`config.mk`:
```
export PLATFORM = sky130hd
export DESIGN_NAME = decode_cycle
export DESIGN_NICKNAME = d
export VERILOG_FILES = /design/src/rtl/decode_cycle_pkg.sv /design/src/rtl/decode_cycle_regfile.sv /design/src/rtl/decode_cycle.sv
export SDC_FILE = /design/constraint.sdc
export NUM_CORES = 2
export LEC_CHECK = 0
export ABC_AREA = 1
export BUFFER_PORTS_ARGS = -buffer_cell sky130_fd_sc_hd__buf_2
export CORE_ASPECT_RATIO = 0.8
export CORE_MARGIN = 2
export CORE_UTILIZATION = 32
export DETAILED_ROUTE_END_ITERATION = 10
export HOLD_SLACK_MARGIN = 0.02
export PLACE_DENSITY = 0.49
export SYNTH_ARGS = -nofsm -noshare
export SYNTH_HDL_FRONTEND = slang
export SYNTH_SLANG_ARGS = --single-unit
```
`constraint.sdc`:
```
create_clock -name clk -period 3.8 [get_ports clk]
set_input_delay 0.38 -clock clk [delete_from_list [all_inputs] [get_ports clk]]
set_output_delay 0.38 -clock clk [all_outputs]
set_load 0.05 [all_outputs]
```
`src/rtl/decode_cycle_pkg.sv`:
```
// Shared decode definitions for the decode stage.
//   - opcode constants of the supported instruction subset
//   - ALUControl encodings
//   - immediate-format selector enum
//   - packed control bundle produced by the decoder
package decode_cycle_pkg;

  localparam logic [6:0] OP_LW    = 7'b0000011;
  localparam logic [6:0] OP_SW    = 7'b0100011;
  localparam logic [6:0] OP_RTYPE = 7'b0110011;
  localparam logic [6:0] OP_IALU  = 7'b0010011;
  localparam logic [6:0] OP_BEQ   = 7'b1100011;

  localparam logic [2:0] ALU_ADD = 3'b000;
  localparam logic [2:0] ALU_SUB = 3'b001;
  localparam logic [2:0] ALU_AND = 3'b010;
  localparam logic [2:0] ALU_OR  = 3'b011;
  localparam logic [2:0] ALU_SLT = 3'b101;

  typedef enum logic [1:0] {
    IMM_NONE = 2'd0,
    IMM_I    = 2'd1,
    IMM_S    = 2'd2,
    IMM_B    = 2'd3
  } imm_t;

  typedef struct packed {
    logic       reg_write;
    logic       mem_write;
    logic       branch;
    logic       alu_src;
    logic       result_src;
    logic [2:0] alu_ctrl;
    imm_t       imm_sel;
  } ctrl_t;

  // ALU op for arithmetic instructions, chosen by funct3. sub_ok is only
  // set for R-type, so an I-ALU immediate with bit 30 set stays an add.
  function automatic logic [2:0] alu_from_funct3(input logic [2:0] f3,
                                                 input logic       sub_ok);
    logic [2:0] op;
    case (f3)
      3'b000:  op = sub_ok ? ALU_SUB : ALU_ADD;
      3'b010:  op = ALU_SLT;
      3'b110:  op = ALU_OR;
      3'b111:  op = ALU_AND;
      default: op = ALU_ADD;
    endcase
    return op;
  endfunction

endpackage

```
`src/rtl/decode_cycle_regfile.sv`:
```
// register_file: NREG x XLEN register file.
//   clk, rst    : clock, synchronous active-high reset (clears every entry)
//   we, wa, wd  : synchronous write port; writes to x0 are dropped
//   ra, rd      : NRP combinational read ports (packed per port)
// A read of x0 returns 0; a read that hits the address being written this
// cycle returns the write data (write-through bypass).
module register_file #(
  parameter int XLEN = 32,
  parameter int NREG = 32,
  parameter int NRP  = 2
) (
  input  logic                      clk,
  input  logic                      rst,
  input  logic                      we,
  input  logic [4:0]                wa,
  input  logic [XLEN-1:0]           wd,
  input  logic [NRP-1:0][4:0]       ra,
  output logic [NRP-1:0][XLEN-1:0]  rd
);

  logic [XLEN-1:0] regs [NREG];
  logic            wr_ok;

  // Out-of-range indices (NREG < 32) are treated like x0.
  assign wr_ok = we && (wa != 5'd0) && (int'(wa) < NREG);

  always_ff @(posedge clk) begin
    if (rst) begin
      for (int i = 0; i < NREG; i++) regs[i] <= '0;
    end else if (wr_ok) begin
      regs[wa] <= wd;
    end
  end

  for (genvar p = 0; p < NRP; p++) begin : g_rd
    always_comb begin
      rd[p] = '0;
      if (ra[p] == 5'd0 || int'(ra[p]) >= NREG) rd[p] = '0;
      else if (wr_ok && ra[p] == wa)            rd[p] = wd;
      else                                      rd[p] = regs[ra[p]];
    end
  end

endmodule

```
`src/rtl/decode_cycle.sv`:
```
// decode_cycle: decode stage plus the D->E pipeline registers.
//   clk, rst                      : clock, synchronous active-high reset
//   InstrD, PCD, PCPlus4D         : instruction in decode and its PCs
//   RegWriteW, RDW, ResultW       : write-back port into the register file
//   FlushE                        : load a bubble (all zeros) into E
//   *E outputs                    : registered control, operands, indices
// Decoder and immediate extender are combinational; the register file is
// the register_file sub-module. E registers load every cycle (no stall).
module decode_cycle
  import decode_cycle_pkg::*;
#(
  parameter int XLEN = 32,
  parameter int NREG = 32
) (
  input  logic            clk,
  input  logic            rst,
  input  logic [31:0]     InstrD,
  input  logic [XLEN-1:0] PCD,
  input  logic [XLEN-1:0] PCPlus4D,
  input  logic            RegWriteW,
  input  logic [4:0]      RDW,
  input  logic [XLEN-1:0] ResultW,
  input  logic            FlushE,
  output logic            RegWriteE,
  output logic            MemWriteE,
  output logic            BranchE,
  output logic            ALUSrcE,
  output logic            ResultSrcE,
  output logic [2:0]      ALUControlE,
  output logic [XLEN-1:0] RD1_E,
  output logic [XLEN-1:0] RD2_E,
  output logic [XLEN-1:0] Imm_Ext_E,
  output logic [XLEN-1:0] PCE,
  output logic [XLEN-1:0] PCPlus4E,
  output logic [4:0]      RS1_E,
  output logic [4:0]      RS2_E,
  output logic [4:0]      RD_E
);

  ctrl_t                 ctrl;
  logic [XLEN-1:0]       imm;
  logic [1:0][4:0]       ra;
  logic [1:0][XLEN-1:0]  rdata;

  // ---------------- control decoder ----------------
  always_comb begin
    ctrl = '0;
    case (InstrD[6:0])
      OP_LW: begin
        ctrl.reg_write  = 1'b1;
        ctrl.alu_src    = 1'b1;
        ctrl.result_src = 1'b1;
        ctrl.alu_ctrl   = ALU_ADD;
        ctrl.imm_sel    = IMM_I;
      end
      OP_SW: begin
        ctrl.mem_write = 1'b1;
        ctrl.alu_src   = 1'b1;
        ctrl.alu_ctrl  = ALU_ADD;
        ctrl.imm_sel   = IMM_S;
      end
      OP_RTYPE: begin
        ctrl.reg_write = 1'b1;
        ctrl.alu_ctrl  = alu_from_funct3(InstrD[14:12], InstrD[30]);
      end
      OP_IALU: begin
        ctrl.reg_write = 1'b1;
        ctrl.alu_src   = 1'b1;
        ctrl.alu_ctrl  = alu_from_funct3(InstrD[14:12], 1'b0);
        ctrl.imm_sel   = IMM_I;
      end
      OP_BEQ: begin
        ctrl.branch   = 1'b1;
        ctrl.alu_ctrl = ALU_SUB;
        ctrl.imm_sel  = IMM_B;
      end
      default: ctrl = '0;
    endcase
  end

  // ---------------- immediate extender ----------------
  always_comb begin
    imm = '0;
    case (ctrl.imm_sel)
      IMM_I:   imm = {{(XLEN-12){InstrD[31]}}, InstrD[31:20]};
      IMM_S:   imm = {{(XLEN-12){InstrD[31]}}, InstrD[31:25], InstrD[11:7]};
      IMM_B:   imm = {{(XLEN-12){InstrD[31]}}, InstrD[7], InstrD[30:25],
                      InstrD[11:8], 1'b0};
      default: imm = '0;
    endcase
  end

  // ---------------- register file ----------------
  assign ra[0] = InstrD[19:15];
  assign ra[1] = InstrD[24:20];

  register_file #(.XLEN(XLEN), .NREG(NREG), .NRP(2)) u_rf (
    .clk (clk),
    .rst (rst),
    .we  (RegWriteW),
    .wa  (RDW),
    .wd  (ResultW),
    .ra  (ra),
    .rd  (rdata)
  );

  // ---------------- D -> E registers ----------------
  // Flush only bubbles the E registers; the write-back above still lands.
  always_ff @(posedge clk) begin
    if (rst || FlushE) begin
      RegWriteE   <= 1'b0;
      MemWriteE   <= 1'b0;
      BranchE     <= 1'b0;
      ALUSrcE     <= 1'b0;
      ResultSrcE  <= 1'b0;
      ALUControlE <= '0;
      RD1_E       <= '0;
      RD2_E       <= '0;
      Imm_Ext_E   <= '0;
      PCE         <= '0;
      PCPlus4E    <= '0;
      RS1_E       <= '0;
      RS2_E       <= '0;
      RD_E        <= '0;
    end else begin
      RegWriteE   <= ctrl.reg_write;
      MemWriteE   <= ctrl.mem_write;
      BranchE     <= ctrl.branch;
      ALUSrcE     <= ctrl.alu_src;
      ResultSrcE  <= ctrl.result_src;
      ALUControlE <= ctrl.alu_ctrl;
      RD1_E       <= rdata[0];
      RD2_E       <= rdata[1];
      Imm_Ext_E   <= imm;
      PCE         <= PCD;
      PCPlus4E    <= PCPlus4D;
      RS1_E       <= InstrD[19:15];
      RS2_E       <= InstrD[24:20];
      RD_E        <= InstrD[11:7];
    end
  end

endmodule

```
==> flow_metrics.env <==
export IMPL_status="finished clean"
export IMPL_timing_fmax_mhz=361
export IMPL_grt_max_degree=133
export IMPL_final_instance_count_excl_fill=11400
export IMPL_skew_ns=0.0343
export IMPL_finalWirelength_um=286000
export IMPL_cp_cell_sequence="dlygate4sd3_1 -> buf_2 -> nor2_1 -> inv_2 -> buf_4 -> nor3_1 -> dlygate4sd3_1"
export IMPL_synth_top_cells_by_area="sky130_fd_sc_hd__edfxtp_1 48%, sky130_fd_sc_hd__nand2_1 16%, sky130_fd_sc_hd__nor2_1 9.6%"
export IMPL_crit_buf_inv=5
export IMPL_synthCells=8437
export IMPL_latest_clock_arrival_within_the_worst_skew_pair_ns=0.80
export IMPL_synth_compound_area_share=0.0303
export IMPL_average_routed_wire_per_standard_cell_um=25.2
export IMPL_die_area_um2=204000
export IMPL_detail_route_first_pass_iterations=8
export IMPL_synth_edff_count=1024
export IMPL_die_w_um=505
export IMPL_post_synth_and_or_nand_nor_area_fraction=0.342
export IMPL_critical_path_max_stage_delay_ns=0.62
export IMPL_critical_path_endpoint_type="flip-flop"
export IMPL_final_layout_size_suffix_gt1_frac=0.0998
export IMPL_clk_transition_reported_paths_ns=0.06
export IMPL_post_synth_xor_area_fraction=0.000955
export IMPL_finalSetupTns_ns=0
export IMPL_slew_violations=0
export IMPL_final_fill_count=20700
export IMPL_post_layout_nets=8729
export IMPL_synth_seq_area_share=0.530
export IMPL_flow_area_growth_from_synthesis_pct=15.1
export IMPL_ioPinCount=320
export IMPL_hold_path_class="in -> reg"
export IMPL_antenna_found_initial=9
export IMPL_final_antenna_violating_net_count=0
export IMPL_final_seq_area_um2=34000
export IMPL_die_h_um=405
export IMPL_final_setup_viol_count=0
export IMPL_leakage_uw=0.0332
export IMPL_ys_flop_type="sky130_fd_sc_hd__edfxtp_1"
export IMPL_synth_adder_area_share=0
export IMPL_synth_async_reset_ratio=0
export IMPL_min_period_over_period=0.729
export IMPL_power_density_nw_per_um2=450
export IMPL_largest_family_of_logic_cells_by_synthesized_area="simple AND/OR/NAND/NOR gates"
export IMPL_detailedPlacementHpwl_um=173000
export IMPL_synth_area_leader_cell="sky130_fd_sc_hd__edfxtp_1"
export IMPL_dp_cells=11000
export IMPL_max_slew_margin_rel=0.182
export IMPL_post_dp_cell_area_um2=68700
export IMPL_post_cts_buffers=0
export IMPL_cts_repair_resized=0
export IMPL_dr_first_iter_drc_count=8015
export IMPL_start_util=0.321
export IMPL_globalRouteTotalUtil=0.273
export IMPL_dr_total_vias=59500
export IMPL_place_congestion=0.933
export IMPL_cp_start_kind="primary input"
export IMPL_ys_ff_latch=1188
export IMPL_ctsRootBufferMaster="sky130_fd_sc_hd__clkbuf_16"
export IMPL_path_max_fanout=47
export IMPL_hold_ws_ns=0.0784
export IMPL_clock_sinks=1188
export IMPL_tightest_pin_transition_ns=1.23
export IMPL_finalInstanceArea_um2=73900
export IMPL_hold_violations=0
export IMPL_remaining_drc_errors=0
export IMPL_clock_tree_from_tritoncts="yes"
export IMPL_fp_coreArea_um2=200000
export IMPL_synth_mux_area_fraction=0
export IMPL_setup_repair_after_global_routing_missed_its_margin="false"
export IMPL_post_cts_hold_buffer_count=87
export IMPL_timing_critical_path_required_ns=4.53
export IMPL_max_clock_path_buffers=3
export IMPL_synth_top_cells_by_count="2708 x sky130_fd_sc_hd__nand2_1, 1645 x sky130_fd_sc_hd__nor2_1, 1070 x sky130_fd_sc_hd__nand3_1"
export IMPL_synth_area_um2=64200
export IMPL_via_per_inst=5.22
export IMPL_timing_critical_path_mode_cell="sky130_fd_sc_hd__dlygate4sd3_1"
export IMPL_num_rows=147
export IMPL_cp_arrival_ns=3.50
export IMPL_buffer_ports_inserted=319
export IMPL_yosysWarningCount=0
export IMPL_grt_pass1_vias=54900
export IMPL_syn_avg_cell_area_um2=7.61
export IMPL_critical_path_top_delay_cell="sky130_fd_sc_hd__nor2_1"
export IMPL_critPathKind="in -> reg"
export IMPL_htree_levels=4
export IMPL_grt_pass1_wl_um=403000
export IMPL_multi_input_gate_area_um2=24300
export IMPL_worst_vdd_drop_mv=0.259
export IMPL_cts_buffers_inserted=142
export IMPL_globalRoute_totalOverflow=0
export IMPL_yosys_cell_count_top_type="sky130_fd_sc_hd__nand2_1"
export IMPL_worst_path_dominant_cell_family="buffers and inverters"
export IMPL_max_cap_viol_count=0
export IMPL_finalCriticalPeriod_ns=2.77
export IMPL_ys_types=30
export IMPL_synth_top_area_share=0.479
==> worst register-to-register path, stage by stage, from the launching register on <==
cell                       delay (ns)
sky130_fd_sc_hd__edfxtp_1        0.33
sky130_fd_sc_hd__inv_1           0.05
sky130_fd_sc_hd__o21ai_0         0.58
sky130_fd_sc_hd__nand2_1         0.19
sky130_fd_sc_hd__nand3_1         0.14
sky130_fd_sc_hd__nor2_1          0.05
sky130_fd_sc_hd__nand2_1         0.17
sky130_fd_sc_hd__nand2_1         0.08
sky130_fd_sc_hd__a21oi_1         0.11
==> cell type report <==
| cell class | instances | share of cell area |
|---|---|---|
| inverters | 781 | 0.0401 |
| well taps | 2682 | 0.0454 |
| clock inverters | 59 | 0.00518 |
| multi-input cells | 5838 | 0.329 |
| diodes | 3 | 0.000102 |
| clock buffers | 193 | 0.0538 |
| flip-flops and latches | 1188 | 0.461 |
| repair buffers | 641 | 0.0662 |
==> worst paths after layout <==
check	slack, ns	cells past startpoint	from	end
max	1.03	7	rst	ResultSrcE
min	0.08	5	InstrD[18]	RD1_E[4]
max reg2reg	2.04	8	u_rf.regs[18][31]	RD1_E[31]
min reg2reg	0.83	6	u_rf.regs[4][11]	RD2_E[11]
==> through the flow <==
step,setup WS (ns),total power (µW),util
6_report,1.03,33200,0.369
5_1_grt,0.849,34200,0.369
4_1_cts,1.03,33200,0.369
3_5_place_dp,1.02,20000,0.343
3_3_place_gp,1.01,20000,0.343
2_1_floorplan,1.35,18100,-
==> cells in the final DEF (no fill, tap or decap), drive strengths merged, types with 87 or more instances in the layout <==
cell type / count
nand2: 2717
nor2: 1650
nand3: 1070
edfxtp: 1024
inv: 778
buf: 554
clkbuf: 193
dfxtp: 164
o21ai: 156
a21oi: 98
dlygate4sd3: 87
==> metal layers <==
layer / GRT usage / share of wire
met1: 0.380 / 0.41
met5: 0 / 0.000052
met2: 0.407 / 0.43
met3: 0.0523 / 0.11
met4: 0.126 / 0.049
==> state kept, by name, indices dropped and copies added, names as in the netlist <==
signal / flops
MemWriteE: 1
ALUSrcE: 1
RD1_E: 32
RegWriteE: 1
PCE: 32
RS1_E: 5
PCPlus4E: 32
BranchE: 1
ResultSrcE: 1
ALUControlE: 3
RS2_E: 5
RD_E: 5
RD2_E: 32
Imm_Ext_E: 13
u_rf.regs: 1024
==> power by group <==
| part | leakage (µW) | internal [µW] | switching, µW |
|---|---|---|---|
| combinational | 0.0199 | 1180 | 3610 |
| sequential | 0.0111 | 14800 | 346 |
| clock | 0.00214 | 7500 | 5740 |
==> kinds of logic after synthesis <==
| kind of cell | after synthesis |
|---|---|
| xor gates and xnor gates | 7 |
| and+or+nand+nor | 5464 |
| buffers and inverters | 1442 |
| AOI/OAI and AO/OA | 335 |
| other | 1 |
| DFF | 1188 |
No activity file was read; power rests on OpenSTA's default activity.
